**config.mk**
```make
export PLATFORM = sky130hd
export DESIGN_NAME = branch_predictor_unit
export DESIGN_NICKNAME = d
export VERILOG_FILES = /design/src/rtl/branch_predictor_unit.sv
export SDC_FILE = /design/constraint.sdc
export NUM_CORES = 1
export LEC_CHECK = 0
export ABC_AREA = 1
export ABC_CLOCK_PERIOD_IN_PS = 6460
export CAP_MARGIN = 20
export CORE_UTILIZATION = 45
export DETAILED_ROUTE_END_ITERATION = 6
export DONT_BUFFER_PORTS = 1
export PLACE_DENSITY = 0.62
export SLEW_MARGIN = 15
export SYNTH_ARGS = -nofsm -noshare
export SYNTH_HDL_FRONTEND = slang
export SYNTH_SLANG_ARGS = --single-unit
```
**constraint.sdc**
```tcl
create_clock -name clk -period 6.46 [get_ports clk]
set_input_delay 1.292 -clock clk [delete_from_list [all_inputs] [get_ports clk]]
set_output_delay 1.292 -clock clk [all_outputs]
set_load 0.02 [all_outputs]
```
**src/rtl/branch_predictor_unit.sv**
```systemverilog
// Purpose: tagged direct-mapped BTB plus saturating-counter PHT, bimodal or gshare indexed.
// Latency: lookup is combinational on pc; training takes effect on the edge after it is presented.
// Backpressure: none; a lookup and an update are accepted every cycle.
module branch_predictor_unit #(
    parameter int DATA_WIDTH  = 32,
    parameter int BTB_ENTRIES = 16,
    parameter int PHT_ENTRIES = 64,
    parameter int CNT_BITS    = 2,
    parameter int GHR_BITS    = 6,
    parameter bit GSHARE      = 1'b1
) (
    input  logic                  clk,
    input  logic                  rstn,
    input  logic [DATA_WIDTH-1:0] pc,
    output logic                  hit,
    output logic                  pred,
    output logic [DATA_WIDTH-1:0] branch_target,
    output logic [DATA_WIDTH-1:0] pred_next_pc,
    input  logic                  update_predictor,
    input  logic                  update_btb,
    input  logic                  actually_taken,
    input  logic [DATA_WIDTH-1:0] resolved_pc,
    input  logic [DATA_WIDTH-1:0] resolved_pc_target
);

    localparam int BI_W  = $clog2(BTB_ENTRIES);
    localparam int PI_W  = $clog2(PHT_ENTRIES);
    localparam int TAG_W = DATA_WIDTH - 2 - BI_W;

    localparam logic [CNT_BITS-1:0] CNT_INIT = CNT_BITS'((1 << (CNT_BITS - 1)) - 1);
    localparam logic [CNT_BITS-1:0] CNT_MAX  = {CNT_BITS{1'b1}};

    logic                  valid   [BTB_ENTRIES];
    logic [TAG_W-1:0]      tags    [BTB_ENTRIES];
    logic [DATA_WIDTH-1:0] targets [BTB_ENTRIES];
    logic [CNT_BITS-1:0]   cnt     [PHT_ENTRIES];
    logic [GHR_BITS-1:0]   ghr;

    logic [BI_W-1:0]  look_bi, upd_bi;
    logic [TAG_W-1:0] look_tag, upd_tag;
    logic [PI_W-1:0]  look_pi, upd_pi, ghr_idx;
    logic [GHR_BITS:0] ghr_shift;
    logic             unused_low_bits;

    assign look_bi  = pc[2 +: BI_W];
    assign look_tag = pc[DATA_WIDTH-1 : 2+BI_W];
    assign upd_bi   = resolved_pc[2 +: BI_W];
    assign upd_tag  = resolved_pc[DATA_WIDTH-1 : 2+BI_W];

    // History occupies the low bits of the PHT index; bimodal mode simply masks it out.
    assign ghr_idx  = GSHARE ? PI_W'(ghr) : '0;
    assign look_pi  = pc[2 +: PI_W] ^ ghr_idx;
    assign upd_pi   = resolved_pc[2 +: PI_W] ^ ghr_idx;

    assign ghr_shift = {ghr, actually_taken};
    assign unused_low_bits = ^{pc[1:0], resolved_pc[1:0], ghr_shift[GHR_BITS]};

    // Outputs are forced to the not-predicted state while reset is held.
    always_comb begin
        hit           = rstn && valid[look_bi] && (tags[look_bi] == look_tag);
        pred          = rstn && cnt[look_pi][CNT_BITS-1];
        branch_target = hit ? targets[look_bi] : '0;
        pred_next_pc  = (hit && pred) ? branch_target : pc + DATA_WIDTH'(4);
    end

    always_ff @(posedge clk) begin
        if (!rstn) begin
            for (int i = 0; i < BTB_ENTRIES; i++) valid[i] <= 1'b0;
            for (int i = 0; i < PHT_ENTRIES; i++) cnt[i] <= CNT_INIT;
            ghr <= '0;
        end else begin
            if (update_btb) valid[upd_bi] <= 1'b1;
            if (update_predictor) begin
                if (actually_taken && cnt[upd_pi] != CNT_MAX)
                    cnt[upd_pi] <= cnt[upd_pi] + 1'b1;
                else if (!actually_taken && cnt[upd_pi] != '0)
                    cnt[upd_pi] <= cnt[upd_pi] - 1'b1;
                ghr <= ghr_shift[GHR_BITS-1:0];
            end
        end
    end

    // Tag and target payload need no reset: they are qualified by valid.
    always_ff @(posedge clk) begin
        if (rstn && update_btb) begin
            tags[upd_bi]    <= upd_tag;
            targets[upd_bi] <= resolved_pc_target;
        end
    end

endmodule

```
* Yosys cells after proc, flatten, opt, wreduce, memory -nomap -nowiden *
Memory sizes are Yosys's and may differ from the RTL's.
Cells that the tools add are included.

operators by class
  $add $sub $neg = 3
  equal/unequal tests = 2
  muxes and demuxes = 24
  bitwise operators = 3
  reduce and logical (&&, ||, !) cells = 11

operators by type and width
  cell                                                                 count
  32-bit 2-to-1 mux                                                    2
  32-bit by 3-bit adder with 32-bit output (second input constant)     1
  26-bit == test                                                       1
  1-bit 2-to-1 mux                                                     18
  6-bit XOR                                                            2
  1-bit logical AND                                                    7
  6-bit 2-to-1 mux                                                     1
  2-bit 2-to-1 mux                                                     2
  4-bit 2-to-1 mux                                                     1
  2-bit by 1-bit adder with 2-bit output (second input constant)       1
  2-bit != test (second input constant)                                1
  2-bit nonzero test                                                   1
  2-bit OR reduction                                                   1
  2-bit by 1-bit subtractor with 2-bit output (second input constant)  1
  1-bit logical NOT                                                    1
  1-bit bitwise OR                                                     1
  1-bit OR reduction                                                   1

word-level totals
  register bits = 6
  bits in writable memories = 1072
  input port bits = 101
  output and inout bits = 66
  memories kept = 4

memory list
  memory   depth  width  read ports  clocked after memory_dff  wr ports  RTL line  text
  targets  16     32     1           0                         1         35        logic [DATA_WIDTH-1:0] targets [BTB_ENTRIES];
  tags     16     26     1           0                         1         34        logic [TAG_W-1:0] tags [BTB_ENTRIES];
  cnt      64     2      2           0                         64        36        logic [CNT_BITS-1:0] cnt [PHT_ENTRIES];
  valid    16     1      1           0                         16        33        logic valid [BTB_ENTRIES];

* Longest topological paths before layout *
Gate-level depths: netlist of run 1.
An unclocked memory read counts as a cell.

  depth in word-level cells = 12
  mapped depth = 23
  gate-level depth less buffers = 19

* Worst setup path before layout of run 1 *
OpenSTA, ideal clock, no wires.

  kind = input to register
  from = in rstn
  to = mem tags[13][0] (netlist bit) (enable)
  arrival = 4.374 ns
  required time = 5.986 ns
  setup slack = 1.611 ns
  cell stages on the path = 5
  buffers on the path = 1
  path through = clkbuf_1 -> nand2_1 -> inv_1 -> nand3_1 -> nor2_1

on the way
  cells in the longest elaborated chain, start to end = 3

RTL lines
  element                                 RTL line  text
  from (decl)                             13        input logic rstn,
  1-bit logical AND                       85        if (rstn && update_btb) begin
  1-bit 2-to-1 mux                        85
  1-bit 2-to-1 mux (not written as such)  86        tags[upd_bi] <= upd_tag;
  to (decl)                               34

Every way passes these cells.

* Final worst setup path of run 1 *
  from = in pc[2]
  to = out pred_next_pc[14]

on the way
  cells in the longest elaborated chain, start to end = 5
  elaborated cells on any way between the ends = 13
  those cells by class = add/sub: 1; eq/ne: 1; mux: 2; bitwise: 1; reduce/logical: 4; memory: 4

RTL lines
  element                                                 RTL line  text
  from (decl)                                             14        input logic [DATA_WIDTH-1:0] pc,
  memory 16 x 26 bit, or another cell as far along        --
  26-bit == test, or another cell as far along            60        hit = rstn && valid[look_bi] && (tags[look_bi] == look_tag);
  1-bit logical AND (on tied branches)                    60, 61
  32-bit 2-to-1 mux or 1-bit logical AND (tied branches)  62, 63
  32-bit 2-to-1 mux (*)                                   63        pred_next_pc = (hit && pred) ? branch_target : pc + DATA_WIDTH'(4);
  to (decl)                                               18        output logic [DATA_WIDTH-1:0] pred_next_pc,

Mark *: on every way between the ends. The rest lies on a longest branch, timed or not.

==> impl_metrics.sql, run 1 <==
INSERT INTO impl_metrics (metric_group, metric, value, unit) VALUES
('timing', 'timing.final.crit_share', '111', '%'),
('synth', 'postSynth.topFlopCell', 'sky130_fd_sc_hd__edfxtp_1', ''),
('synth', 'cell_type_with_the_largest_total_area_after_synthesis', 'sky130_fd_sc_hd__edfxtp_1', ''),
('timing', 'timing_hold_violations_final', '0', ''),
('power_and_ir_drop', 'share_clk_of_total_power', '42.1', '%'),
('cts', 'worstSkewPairLatency', '690', 'ps'),
('routing', 'wl_per_cell', '22.0', 'um'),
('power_and_ir_drop', 'pwr_density_cell', '284', 'nW/um2'),
('synth', 'post_synth_instance_area', '48200', 'um2'),
('routing', 'final_antenna_net_count', '0', ''),
('worst_setup_path', 'crit_buf_inv', '2', ''),
('final_layout', 'final_area', '53500', 'um2'),
('synth', 'ys_seq_elements', '1078', ''),
('worst_setup_path', 'worstRegToRegCells', '20', ''),
('cts', 'cts.repair.resized', '0', ''),
('power_and_ir_drop', 'worst_ir_drop_vdd', '250', 'uV'),
('floorplan', 'rows', '119', ''),
('cts', 'cts_tree', 'built', ''),
('synth', 'ys_warn_count', '0', ''),
('worst_setup_path', 'timing.critical_path.cells', 'o21ai_0 -> o21ai_0 -> nand2_1 -> nand2_1 -> inv_1 -> nand2_1 -> nand2_1 -> nand2_1 -> inv_1 -> nand2_1 -> nor2_1 -> nand2_1 -> nor2_4 -> nand3_2 -> nand2_1 -> nand2_1', ''),
('cts', 'hold_buffers', '0', ''),
('grt', 'number_of_global_route_vias_before_repair', '31570', ''),
('grt', 'groute.usage.overall', '24.6', '%'),
('final_layout', 'antennaDiodeCount', '0', ''),
('timing', 'final.min_clock_period', '7160', 'ps'),
('routing', 'detail_route.first_pass.iterations', '7', ''),
('timing', 'finalWorstSetupSlack', '-703', 'ps'),
('timing', 'finalSetupViolCount', '65', ''),
('routing', 'via_count', '33975', ''),
('worst_setup_path', 'crit_path_max_delay_family', 'simple AND/OR/NAND/NOR gates', ''),
('synth', 'synth_cell_types', '40', ''),
('placed_design', 'dp_worst_setup_slack', '633', 'ps'),
('worst_setup_path', 'crit_path_max_fanout', '483', ''),
('hold_path', 'hold_path.startpoint', 'valid[2]', ''),
('worst_setup_path', 'critPathArrivalTime', '5870', 'ps'),
('worst_setup_path', 'timing.critical_path.from_type', 'primary input', ''),
('cts', 'cts_root_cell', 'sky130_fd_sc_hd__clkbuf_16', ''),
('timing', 'maxSlewHeadroom', '-122', '%'),
('power_and_ir_drop', 'p_int', '11700', 'uW'),
('worst_setup_path', 'reg2reg_slack', '2230', 'ps'),
('floorplan', 'die_area', '109000', 'um2'),
('timing', 'finalMaxSlewViolations', '381', ''),
('run', 'max_cap_viol_count', '0', ''),
('power_and_ir_drop', 'p_sw_share', '22.8', '%'),
('cts', 'cts-buffers-inserted', '112', ''),
('synth', 'synth_sequential_area_ratio', '66.6', '%'),
('floorplan', 'floorplan.die.width', '329', 'um'),
('final_layout', 'area_overhead_of_the_layout_relative_to_synthesis', '10.9', '%'),
('cts', 'clkSlewWorstSetupHoldPaths', '60', 'ps'),
('grt', 'global_route.overflow_total', '0', ''),
('status', 'failed_checks', 'design-rule violations, max-slew violations, negative setup slack', ''),
('final_layout', 'fillers', '9268', ''),
('synth', 'biggest_area_contributors_in_the_synthesized_netlist', 'sky130_fd_sc_hd__edfxtp_1 (66%), sky130_fd_sc_hd__nand2_1 (12%), sky130_fd_sc_hd__nand3_1 (4.1%), sky130_fd_sc_hd__inv_1 (2.8%), sky130_fd_sc_hd__nor2_1 (2.7%)', ''),
('timing', 'fmaxAchievable', '0.140', 'GHz'),
('routing', 'wirelength', '135000', 'um'),
('cts', 'htreeDepth', '3', ''),
('placed_design', 'io_buffer_count', '0', ''),
('cts', 'bufs_on_longest_clock_path', '3', ''),
('power_and_ir_drop', 'static_leakage', '0.0204', 'uW'),
('hold_path', 'hold_class', 'reg -> reg', ''),
('floorplan', 'die_height', '329', 'um'),
('routing', 'detail_route.drc_violations', '3', ''),
('synth', 'syn-mean-instance-area', '10.3', 'um2'),
('status', 'status', 'finished with violations', ''),
('routing', 'detailedRoute.firstIterationViolations', '3760', ''),
('final_layout', 'layout-drive-gt1-share', '7.44', '%'),
('power_and_ir_drop', 'total_switching_power', '3460', 'uW'),
('floorplan', 'boundaryPins', '167', ''),
('synth', 'async_reset_ff_share', '0', '%'),
('grt', 'grt_first_pass_wirelength', '198000', 'um'),
('power_and_ir_drop', 'seqPwrFrac', '51.3', '%');
## stage by stage
stage	util [%]	setup TNS, ps	instances	total power [uW]	hold slack, ps
4_1_cts	50.6	0	6136	15300	457
3_5_place_dp	47.1	0	5927	8930	441
3_3_place_gp	47.1	0	5926	8910	436
2_1_floorplan	-	0	4691	8700	423
6_report	50.6	-31800	6136	15200	465
5_1_grt	50.6	0	6136	15600	478
## layout make-up
| type | count | area [um2] | share of cell area (%) |
|---|---|---|---|
| flip-flops and latches | 1078 | 32200 | 60.1 |
| multi-input cells | 2979 | 13600 | 25.4 |
| clock buffers | 144 | 2970 | 5.54 |
| well taps | 1391 | 1740 | 3.25 |
| inverters | 363 | 1380 | 2.58 |
| repair buffers | 116 | 1010 | 1.89 |
| clock inverters | 65 | 676 | 1.26 |
## routing by layer
layer	up-vias	track usage [%]	wire [um]	share of wire [%]
li1	15841	-	-	-
met1	16547	33.0	56300	42
met2	1365	39.6	62900	47
met3	216	5.76	12400	9.2
met4	6	7.44	3530	2.6
met5	-	0.478	99	0.073
## logic make-up (layout without fill, tap and decap cells)
| kind of cell | count (synthesis) | count (layout) | synth area share, % |
|---|---|---|---|
| AND/OR/NAND/NOR | 2413 | 2413 | 20.4 |
| flip-flops | 1078 | 1078 | 66.6 |
| buffers and inverters | 634 | 688 | 5.56 |
| AO/OA/AOI/OAI | 525 | 525 | 6.65 |
| XOR/XNOR | 40 | 40 | 0.757 |
| adder cells (fa/ha/maj) | 1 | 1 | 0.0259 |
## synth_stat cells (13+ instances only)
cell type and instances:
sky130_fd_sc_hd__buf_2 107, sky130_fd_sc_hd__clkbuf_1 108, sky130_fd_sc_hd__nand2_1 1582, sky130_fd_sc_hd__nor2_2 21
sky130_fd_sc_hd__nand4_1 26, sky130_fd_sc_hd__inv_1 357, sky130_fd_sc_hd__buf_6 13, sky130_fd_sc_hd__edfxtp_1 1056
sky130_fd_sc_hd__dfxtp_1 22, sky130_fd_sc_hd__o22ai_1 22, sky130_fd_sc_hd__nor2_1 343, sky130_fd_sc_hd__a32oi_1 14
sky130_fd_sc_hd__buf_1 30, sky130_fd_sc_hd__o21ai_1 13, sky130_fd_sc_hd__a32o_1 48, sky130_fd_sc_hd__nand3_1 391
sky130_fd_sc_hd__o21ai_0 123, sky130_fd_sc_hd__xor2_1 30, sky130_fd_sc_hd__o211ai_1 27, sky130_fd_sc_hd__a22oi_1 62
sky130_fd_sc_hd__a21oi_1 198, sky130_fd_sc_hd__nand2_2 22
## sequential cells by signal, indices dropped and copies added (netlist names)
name / cells
targets: 512
tags: 416
cnt: 128
valid: 16
ghr: 6
## power groups by stage
stage	combinational, uW	clock, uW	sequential (uW)
6_report	1010	6400	7790
5_1_grt	1090	6720	7800
4_1_cts	991	6470	7790
3_5_place_dp	987	0	7940
3_3_place_gp	977	0	7940
2_1_floorplan	761	0	7940
## placed cells by master (no fill, tap or decap), types with 14 or more instances in the layout
cell / n
sky130_fd_sc_hd__edfxtp_1: 1056
sky130_fd_sc_hd__o22ai_1: 22
sky130_fd_sc_hd__a22oi_1: 62
sky130_fd_sc_hd__a32o_1: 48
sky130_fd_sc_hd__buf_4: 105
sky130_fd_sc_hd__xor2_1: 30
sky130_fd_sc_hd__nand2_1: 1581
sky130_fd_sc_hd__clkbuf_16: 114
sky130_fd_sc_hd__dfxtp_1: 22
sky130_fd_sc_hd__nor2_2: 21
sky130_fd_sc_hd__inv_1: 355
sky130_fd_sc_hd__o21ai_0: 123
sky130_fd_sc_hd__nor2_4: 21
sky130_fd_sc_hd__o211ai_1: 27
sky130_fd_sc_hd__a21oi_1: 198
sky130_fd_sc_hd__nand3_1: 391
sky130_fd_sc_hd__clkinv_2: 21
sky130_fd_sc_hd__nand2_2: 22
sky130_fd_sc_hd__nor2_1: 326
sky130_fd_sc_hd__clkbuf_1: 30
sky130_fd_sc_hd__clkinv_1: 24
sky130_fd_sc_hd__nand4_1: 26
sky130_fd_sc_hd__a32oi_1: 14
## worst reg2reg max path: cells and delay by family, from the launching register on
family	cells	cell delay (ps)
buffers and inverters	4	1110
AOI/OAI and AO/OA	1	230
DFF	1	400
and+or+nand+nor	15	2210
## how the worst max path moves through the flow
stage | from | to | slack [ps] | cells past startpoint
floorplan | rstn | tags[13][0] | 1610 | 5
global placement | pc[2] | pred_next_pc[8] | 630 | 17
detailed placement | pc[2] | pred_next_pc[8] | 630 | 17
CTS | pc[2] | pred_next_pc[8] | 620 | 17
global route | pc[2] | pred_next_pc[15] | 290 | 19
finish | pc[2] | pred_next_pc[14] | -700 | 16
(Power assumes the default switching activity.)
==> run 2, diff against run 1 <==
- GPL_ROUTABILITY_DRIVEN: unset -> 0
==> results of run 2 <==
The final DEF is identical to that of run 1; final timing and power are the same.
